File: config.mk
export PLATFORM = sky130hd
export DESIGN_NAME = prio_enc_seg_disp
export DESIGN_NICKNAME = d
export VERILOG_FILES = /design/src/rtl/prio_enc_seg_disp.sv
export SDC_FILE = /design/constraint.sdc
export NUM_CORES = 1
export LEC_CHECK = 0
export ABC_AREA = 1
export BUFFER_PORTS_ARGS = -buffer_cell sky130_fd_sc_hd__buf_2
export CELL_PAD_IN_SITES_DETAIL_PLACEMENT = 1
export CELL_PAD_IN_SITES_GLOBAL_PLACEMENT = 2
export CORE_MARGIN = 2
export CORE_UTILIZATION = 33
export DETAILED_ROUTE_END_ITERATION = 6
export GPL_TIMING_DRIVEN = 0
export PLACE_DENSITY_LB_ADDON = 0.1
export SYNTH_ARGS = -nofsm -noshare
export SYNTH_HDL_FRONTEND = slang
export SYNTH_SLANG_ARGS = --single-unit
File: constraint.sdc
create_clock -name clk -period 3.2 [get_ports clk]
set_clock_uncertainty 0.2 [all_clocks]
set_input_delay 0.64 -clock clk [delete_from_list [all_inputs] [get_ports clk]]
set_output_delay 0.64 -clock clk [all_outputs]
set_load 0.05 [all_outputs]
File: src/rtl/prio_enc_seg_disp.sv
// Switch priority encoder with synchroniser, debouncer, hold mode and change counter,
// driving LEDs and active-low hex 7-segment digits.
module prio_enc_seg_disp #(
    parameter int unsigned N          = 8,
    parameter int unsigned DEB_CYCLES = 4,
    parameter int unsigned NDIG       = 8,
    parameter int unsigned LEDW       = 16
) (
    input  logic                clk,
    input  logic                rst,
    input  logic [N-1:0]        sw,
    input  logic                hold,
    output logic [LEDW-1:0]     ledr,
    output logic [8*NDIG-1:0]   seg
);

    localparam int unsigned IW      = $clog2(N);
    localparam int unsigned IDX_DIG = (IW + 3) / 4;
    localparam int unsigned XW      = 4 * IDX_DIG;
    localparam int unsigned CW      = 4 * (NDIG - IDX_DIG);
    localparam int unsigned DW      = $clog2(DEB_CYCLES) + 1;

    localparam logic [7:0] SEG_DASH = 8'b1011_1111;

    // Parameter sanity, caught at elaboration
    generate
        if (N < 2) begin : g_bad_n
            $error("prio_enc_seg_disp: N must be >= 2");
        end
        if (DEB_CYCLES < 1) begin : g_bad_deb
            $error("prio_enc_seg_disp: DEB_CYCLES must be >= 1");
        end
        if (NDIG <= IDX_DIG) begin : g_bad_ndig
            $error("prio_enc_seg_disp: NDIG must exceed the index digit count");
        end
        if (LEDW < IW + 1) begin : g_bad_ledw
            $error("prio_enc_seg_disp: LEDW must be >= IW+1");
        end
    endgenerate

    logic [N-1:0]    s1;
    logic [N-1:0]    s2;
    logic [N-1:0]    cand;
    logic [N-1:0]    stable;
    logic [DW-1:0]   cnt_deb;
    logic [IW-1:0]   idx_q;
    logic            valid_q;
    logic [CW-1:0]   chg_cnt;

    logic [IW-1:0]   enc_idx;
    logic            enc_valid;
    logic            result_chg;
    logic [XW-1:0]   idx_ext;
    logic [8*NDIG-1:0] seg_c;

    // Active-low hex glyph, dp off
    function automatic logic [7:0] hex_glyph(input logic [3:0] nib);
        logic [7:0] g;
        g = 8'hFF;
        case (nib)
            4'h0: g = 8'hC0;
            4'h1: g = 8'hF9;
            4'h2: g = 8'hA4;
            4'h3: g = 8'hB0;
            4'h4: g = 8'h99;
            4'h5: g = 8'h92;
            4'h6: g = 8'h82;
            4'h7: g = 8'hF8;
            4'h8: g = 8'h80;
            4'h9: g = 8'h90;
            4'hA: g = 8'h88;
            4'hB: g = 8'h83;
            4'hC: g = 8'hC6;
            4'hD: g = 8'hA1;
            4'hE: g = 8'h86;
            4'hF: g = 8'h8E;
            default: g = 8'hFF;
        endcase
        return g;
    endfunction

    // Two-flop synchroniser
    always_ff @(posedge clk) begin
        if (rst) begin
            s1 <= '0;
            s2 <= '0;
        end else begin
            s1 <= sw;
            s2 <= s1;
        end
    end

    // Debounce: any change of s2 restarts the window; counter saturates once accepted
    always_ff @(posedge clk) begin
        if (rst) begin
            cand    <= '0;
            stable  <= '0;
            cnt_deb <= '0;
        end else if (s2 != cand) begin
            cand    <= s2;
            cnt_deb <= '0;
        end else if (cnt_deb == DW'(DEB_CYCLES - 1)) begin
            stable  <= cand;
        end else begin
            cnt_deb <= cnt_deb + DW'(1);
        end
    end

    // Highest set bit wins; later iterations override lower ones
    always_comb begin
        enc_idx   = '0;
        enc_valid = |stable;
        for (int i = 0; i < N; i++) begin
            if (stable[i]) begin
                enc_idx = IW'(i);
            end
        end
    end

    assign result_chg = ({enc_valid, enc_idx} != {valid_q, idx_q});

    // Result and change counter freeze together under hold
    always_ff @(posedge clk) begin
        if (rst) begin
            idx_q   <= '0;
            valid_q <= 1'b0;
            chg_cnt <= '0;
        end else if (!hold) begin
            idx_q   <= enc_idx;
            valid_q <= enc_valid;
            if (result_chg) begin
                chg_cnt <= chg_cnt + CW'(1);
            end
        end
    end

    assign idx_ext = XW'(idx_q);
    assign ledr    = LEDW'({valid_q, idx_q});

    // Display decode: index on the low digits, count above, dp of digit 0 flags hold
    always_comb begin
        seg_c = '1;
        for (int d = 0; d < IDX_DIG; d++) begin
            seg_c[8*d +: 8] = valid_q ? hex_glyph(idx_ext[4*d +: 4]) : SEG_DASH;
        end
        for (int d = 0; d < NDIG - IDX_DIG; d++) begin
            seg_c[8*(d + IDX_DIG) +: 8] = hex_glyph(chg_cnt[4*d +: 4]);
        end
        seg_c[7] = ~hold;
    end

    assign seg = seg_c;

endmodule

Word-level counts from Yosys, hierarchy flattened
Memories as Yosys holds them, arrays and structs flattened. A register that Yosys moved wholly into a read port is not among the register bits.
Index checks and enable logic that the tools add are counted.
Widths: inputs -> output; s select.
{"block": "classes", "add_sub_neg": 2, "n_eq_ne": 3, "n_mux": 24, "bitwise_logic": 2, "reduce_logical": 4}
{"op": "$mux 4", "n": 16}
{"op": "$add 28x1->28 const B", "n": 1}
{"op": "$mux 3", "n": 6}
{"op": "$ne 8x8->1", "n": 1}
{"op": "$reduce_or 8->1", "n": 1}
{"op": "$mux 7", "n": 1}
{"op": "$ne 4x4->1", "n": 1}
{"op": "$reduce_and 2->1", "n": 2}
{"op": "$add 3x1->3 const B", "n": 1}
{"op": "$eq 3x2->1 const B", "n": 1}
{"op": "$not 1->1", "n": 2}
{"op": "$reduce_or 2->1", "n": 1}
{"op": "$mux 1", "n": 1}
{"block": "word_totals", "reg_bits": 67, "romBits": 896, "in_bits": 11, "output_inout_bits": 80, "elab_cells": 51, "memories": 8}
{"memory": "(no name shown)", "words": 16, "width": 7, "rd": 1, "rd_clocked_by_memory_dff": 1, "write_ports": 0, "line": "60", "text": "case (nib)"}
{"memory": "(no name shown)", "words": 16, "width": 7, "rd": 1, "rd_clocked_by_memory_dff": 1, "write_ports": 0, "line": "60"}
{"memory": "(no name shown)", "words": 16, "width": 7, "rd": 1, "rd_clocked_by_memory_dff": 1, "write_ports": 0, "line": "60"}
{"memory": "(no name shown)", "words": 16, "width": 7, "rd": 1, "rd_clocked_by_memory_dff": 1, "write_ports": 0, "line": "60"}
{"memory": "(no name shown)", "words": 16, "width": 7, "rd": 1, "rd_clocked_by_memory_dff": 1, "write_ports": 0, "line": "60"}
{"memory": "(no name shown)", "words": 16, "width": 7, "rd": 1, "rd_clocked_by_memory_dff": 1, "write_ports": 0, "line": "60"}
{"memory": "+2 memories"}

Longest topological paths before layout
Gate-level depths: netlist of run 1.
{"block": "logic_depth", "word_depth": 11, "depth_mapped": 20, "depth_no_buf": 19}

Worst setup path after synthesis of run 1
OpenSTA, ideal clock, no wires.
{"block": "synth_timing", "path_type": "input to output", "start": "in hold", "end": "out seg[7]", "arrival_time_ns": 1.811, "t_required_ns": 2.360, "path_slack_ns": 0.549, "stages": 4, "path_buffers": 3, "path_cell_list": "clkbuf_1 > inv_1 > buf_2 > buf_1"}
{"block": "synth_via", "elab_chain_len": 1}
{"element": "start: declaration", "line": "12", "text": "input logic hold,"}
{"element": "$not 1->1 (no source line)"}
{"element": "end: declaration", "line": "14", "text": "output logic [8*NDIG-1:0] seg"}
Every way passes these cells.

Final worst setup path of run 1
{"block": "layout_timing", "start": "in hold", "end": "reg, netlist name seg[19]"}
{"block": "layout_via", "elab_chain_len": 4}
{"element": "$not 1->1 (no source line)"}
{"element": "$reduce_and 2->1 (no source line)"}
{"element": "$mux 4 (no source line) (2 in series)"}
Every way passes these cells.
A chain may end at the register's enable or synchronous reset.

==> flow_summary.ini, run 1 <==
[status]
outcome = finished, final reports clean

[clocking]
htree_levels = 4
clkTransAtPathRegs_ps = 70
ctsRootBufferMaster = clkbuf_16
holdBufCountCts = 0
cts_tree = done
cts.sinks = 123
cts_buffers = 17
post-cts-setup-buffers = 0
clockBufferDepth = 2
clk_latency_ps = 430

[drt]
viasPerCell = 4.60
wl_mm = 20.4
drc = 0
vias = 6590
wl_per_cell_um = 14.3
dr.pass1.iters = 4
ant_nets = 0
drt-initial-drc-count = 254

[sta]
tns_ps = 0
setup_ws_ps = 255
min_period_ps = 2940
setup_viol = 0
slew_headroom_pct = 49.1
rsz0062_at_grt = no
finalCritPeriodShare_pct = 92.0
finalHoldViolations = 0
slew_violations = 0
tightest_slew_ps = 763
max_freq_ghz = 0.340

[pwr]
p_int_uw = 2920
pwr-share-seq_pct = 37.6
ir_worst_vdd_v = 0.000292
combPwrFrac_pct = 17.2
power_density_mw_per_mm2 = 511
power.total_uw = 4400
swShare_pct = 33.6
switching_power_uw = 1480
power.leakage_uw = 0.00453
pwr-share-clk_pct = 45.1

[finish]
multiInputGateArea_sq_mm = 0.00396
drive_gt1_share_pct = 18.0
final_area_sq_mm = 0.00859
syn2layout_area_growth_pct = 19.0
final_util_pct = 39.7
layout.area.seq_sq_mm = 0.00246
final_nets = 1200
antennaDiodeCount = 0
fillerInstances = 2799

[synth]
synth_area_leaders = dfxtp_1 34%, nand2_1 16%, ha_1 8.7%
netlist_area_sq_mm = 0.00722
synth_ff_type = dfxtp_1
yosysTopAreaCellShare_pct = 34.1
synth_edf_count = 0
syn_area_per_cell_sq_um = 6.98
synthTopCellsByCount = 308 x nand2_1, 141 x inv_1, 123 x dfxtp_1
synth.distinct_cells = 34
yosysWarnings = 0
synth_top_area_cell = dfxtp_1
ys_ff_latch = 123
synthMostInstantiatedCell = nand2_1
ys_async_sr_fraction_pct = 0
netlist_instances = 1034
yosysSeqAreaShare_pct = 34.1

[worst_setup_path]
crit_required_ps = 3330
arrival_ps = 3070
path_max_fanout = 10
r2r-start = chg_cnt[0]$_SDFFE_PP0N_
startpoint_type = input pin
cp-startpoint = hold
worst_setup_path_end_kind = flop
crit_type = in -> reg

[worst_hold_path]
min-delay-start = sw[6]
hp-class = in -> reg

[floorplan]
ioPinCount = 91
die_h_um = 152
start_util_pct = 33.4
die_w_um = 152
dieArea_sq_mm = 0.0231
coreArea_sq_mm = 0.0216
rows = 54

[placement]
pre_cts_slack_ps = -230
dp_hpwl_mm = 15.1
placed_area_sq_mm = 0.00798
gp_congestion = 0.866
io_buffers = 70

[global_route]
grt-ovfl-total = 0
first_global_vias = 6457
antenna_found_initial = 0
grt_max_degree = 20
grt_pass1_wl_mm = 33.9
grt_util_all_layers_pct = 18.1

[flow_run]
maxCapViolCount = 0
## cells by family (layout without fill, tap and decap cells)
group,count (synthesis),after routing,share of synthesized area [%]
DFF,123,123,34.1
other,2,19,0.104
buffers and inverters,202,303,12.2
adders and majority gates,50,50,8.67
AOI/OAI and AO/OA,37,37,2.79
and+or+nand+nor,602,602,40.0
xor gates and xnor gates,18,18,2.18
## worst max-delay path: stages
cell and delay, ps:
clkbuf_1 500, inv_1 260, buf_1 380, nand3_1 230
nand3_1 250, inv_1 200, ha_1 250, inv_1 80
nand4_1 90, nand3_1 110, nand2_1 50
## final cells by class
cell class	count	share of cell area [%]
Multi-Input combinational cell	726	46.1
Timing Repair Buffer	70	4.08
Inverter	158	6.90
Tap cell	280	4.08
Clock inverter	15	1.95
Clock buffer	17	4.95
Sequential cell	123	28.7
Buffer	43	3.29
## state kept, by name, indices dropped and copies added (netlist names), named ones only
name     cells
s1           8
cand         8
stable       8
s2           8
idx_q        3
cnt_deb      3
chg_cnt     28
valid_q      1
seg         49
## metrics by stage
step | hold WS (ps) | cells
6_report | 202 | 1432
3_3_place_gp | 191 | 1401
2_1_floorplan | 188 | 1051
5_1_grt | 200 | 1432
4_1_cts | 185 | 1432
3_5_place_dp | 198 | 1401
## power groups by stage
stage                     Sequential, uW  Combinational [uW]  Clock, uW
after floorplan                     1840                 428          0
after global placement              1690                 760          0
after detailed placement            1690                 764          0
after CTS                           1650                 766       2050
after global routing                1660                 832       2110
final                               1650                 758       1980
## worst paths after layout
| check | to | slack, ps | depth (start not counted) |
|---|---|---|---|
| max | seg[19]$_DFF_P_ | 260 | 11 |
| min | s1[6]$_SDFF_PP0_ | 200 | 3 |
| min reg2reg | s2[1]$_SDFF_PP0_ | 200 | 2 |
| max reg2reg | seg[56]$_DFF_P_ | 270 | 16 |
## timing repair
action	in CTS	in global routing
resized for setup	0	4
endpoints found under the hold margin	0	0
setup endpoints to repair	1	16
gates cloned	0	0
## routing by layer
| metal | vias up | track usage, % | share of wire, % |
|---|---|---|---|
| met4 | 0 | 4.36 | 1.1 |
| li1 | 3424 | - | - |
| met2 | 75 | 30.4 | 47 |
| met5 | - | 0 | 0 |
| met3 | 17 | 3.42 | 2.5 |
| met1 | 3074 | 24.1 | 49 |
## cell usage in the layout, fill, tap and decap left out, drive strengths merged, types with 15 or more instances in the layout
cell,instances
a21oi,15
clkbuf,26
nand3,139
ha,50
conb,19
inv,170
nand4,38
o21ai,20
dfxtp,123
nand2,324
nor2,82
buf,104
No activity file was read; power rests on OpenSTA's default activity.
==> run 2, diff against run 1 <==
Settings changed: CELL_PAD_IN_SITES_DETAIL_PLACEMENT 1 to unset, CELL_PAD_IN_SITES_GLOBAL_PLACEMENT 2 to unset, CORE_UTILIZATION 33 to 59, GPL_TIMING_DRIVEN 0 to unset, PLACE_DENSITY set to 0.81, PLACE_DENSITY_LB_ADDON 0.1 to unset.
==> run 2 against run 1 <==
  * Final cell count decreased by 11%
  * Utilization rose by 29 points
  * Combinational power fell by 7.5%
  * Sequential power about the same
  * Sequential share of layout area increased by 1.3 points
  * Count of clock-buffer cells in the layout is the same
  * Total power shrank 3.5%
  * Critical path type is now reg -> reg
  * Largest power group unchanged
==> flow_summary.ini, run 2 (same netlist as run 1, synthesis figures left out) <==
[floorplan]
die_h_um = 115
ioPinCount = 91
coreArea_sq_mm = 0.0120
die_w_um = 115
dieArea_sq_mm = 0.0131
rows = 40
start_util_pct = 60.4

[worst_setup_path]
worst_setup_path_end_kind = flop
r2r-start = chg_cnt[0]$_SDFFE_PP0N_
crit_required_ps = 3380
path_max_fanout = 7
ff2ff_setup_slack_ps = 330
cp-startpoint = chg_cnt[0]$_SDFFE_PP0N_
crit_type = reg -> reg
arrival_ps = 3050
startpoint_type = flop

[placement]
io_buffers = 71
dp_hpwl_mm = 10.8
gp_congestion = 0.918

[pwr]
pwr-share-clk_pct = 44.5
combPwrFrac_pct = 16.5
power.total_uw = 4240
ir_worst_vdd_v = 0.000419
swShare_pct = 32.1
power.leakage_uw = 0.00442
power_density_mw_per_mm2 = 516
switching_power_uw = 1360
pwr-share-seq_pct = 39.0
p_int_uw = 2880

[sta]
rsz0062_at_grt = no
tightest_slew_ps = 572
max_freq_ghz = 0.349
finalHoldViolations = 0
finalCritPeriodShare_pct = 89.6
slew_headroom_pct = 61.8
setup_viol = 0
tns_ps = 0
min_period_ps = 2870
slew_violations = 0
hold_ws_ps = 200

[drt]
vias = 6512
dr_wl_met2_mm = 7.28
drc = 0
drt-initial-drc-count = 426
ant_nets = 0
dr.max_layer_used = met4
wl_mm = 15.6
wl_met1_mm = 7.15
viasPerCell = 5.13
dr.pass1.iters = 7
dr_wl_met3_um = 796
wl_per_cell_um = 12.3

[clocking]
post-cts-setup-buffers = 0
ctsRootBufferMaster = clkbuf_16
clkTransAtPathRegs_ps = 60
cts_buffers = 17
clockBufferDepth = 2
cts.sinks = 123
cts_tree = done
htree_levels = 4
postCtsResizedCells = 0
holdBufCountCts = 0
clk_latency_ps = 430

[finish]
largest_reg_flops = 49
layout_common_cells = 308 x nand2_1, 141 x inv_1, 123 x dfxtp_1
final_nets = 1171
syn2layout_area_growth_pct = 14.0
final_common_cell = nand2_1
drive_gt1_share_pct = 16.6
antennaDiodeCount = 0

[flow_run]
maxCapViolCount = 0

[global_route]
grt-ovfl-total = 0
grt_util_all_layers_pct = 24.7
grt_max_degree = 50
antenna_found_initial = 0
first_global_vias = 5839
grt_pass1_wl_mm = 26.4

[worst_hold_path]
hp-class = reg -> reg
min-delay-start = s1[2]$_SDFF_PP0_

[status]
outcome = finished, final reports clean
## run 2: changes by cell type in the layout (fill, tap and decap cells not counted), moves of 2 or more
cell / previous run / this run
clkbuf_1: 9 / 0
buf_4: 22 / 12
buf_6: 4 / 0
inv_6: 5 / 7
inv_8: 7 / 3
buf_2: 77 / 71
## run 2: per-stage QoR
step	setup slack [ps]	instance area [sq um]	std cells	util, %
2_1_floorplan	549	7280	1051	-
6_report	332	8230	1270	68.8
3_5_place_dp	269	7650	1238	63.9
4_1_cts	235	8230	1270	68.8
3_3_place_gp	291	7650	1238	63.9
5_1_grt	66.3	8230	1270	68.8
## run 2: power by group through the flow
stage,sequential (uW),clock (uW),combinational [uW]
5_1_grt,1660,1970,766
3_3_place_gp,1690,0,684
3_5_place_dp,1690,0,693
2_1_floorplan,1840,0,428
6_report,1650,1890,701
4_1_cts,1650,1920,700
## run 2: critical path, cell delays in order, from the launching register on
cell	delay, ps
dfxtp_1	410
ha_1	240
nand3_2	200
nor2_4	170
inv_2	60
nor2_4	170
nand2_2	120
nor3_2	270
nand2_1	90
nand2_1	80
nand3_2	150
ha_1	370
nor2_1	160
nand2_1	80
nand2_1	70
## run 2: routing by layer
metal	vias up	global-route usage (%)
met3	35	5.13
met4	0	10.0
met2	205	40.2
li1	3362	-
met1	2910	31.9
met5	-	0
## run 2: path summary, 6_finish.rpt
kind / depth (start not counted) / to
worst min-delay path: 2 / s2[2]$_SDFF_PP0_
worst max-delay path: 14 / seg[49]$_DFF_P_
worst max register to register: 14 / seg[49]$_DFF_P_
worst min register to register: 2 / s2[2]$_SDFF_PP0_
## run 2: cell type report
cell class	count	area, sq um
Sequential cell	123	2460
Fill cell	977	3730
Clock inverter	15	154
Inverter	158	593
Timing Repair Buffer	84	465
Clock buffer	17	425
Tap cell	147	184
Multi-Input combinational cell	726	3950
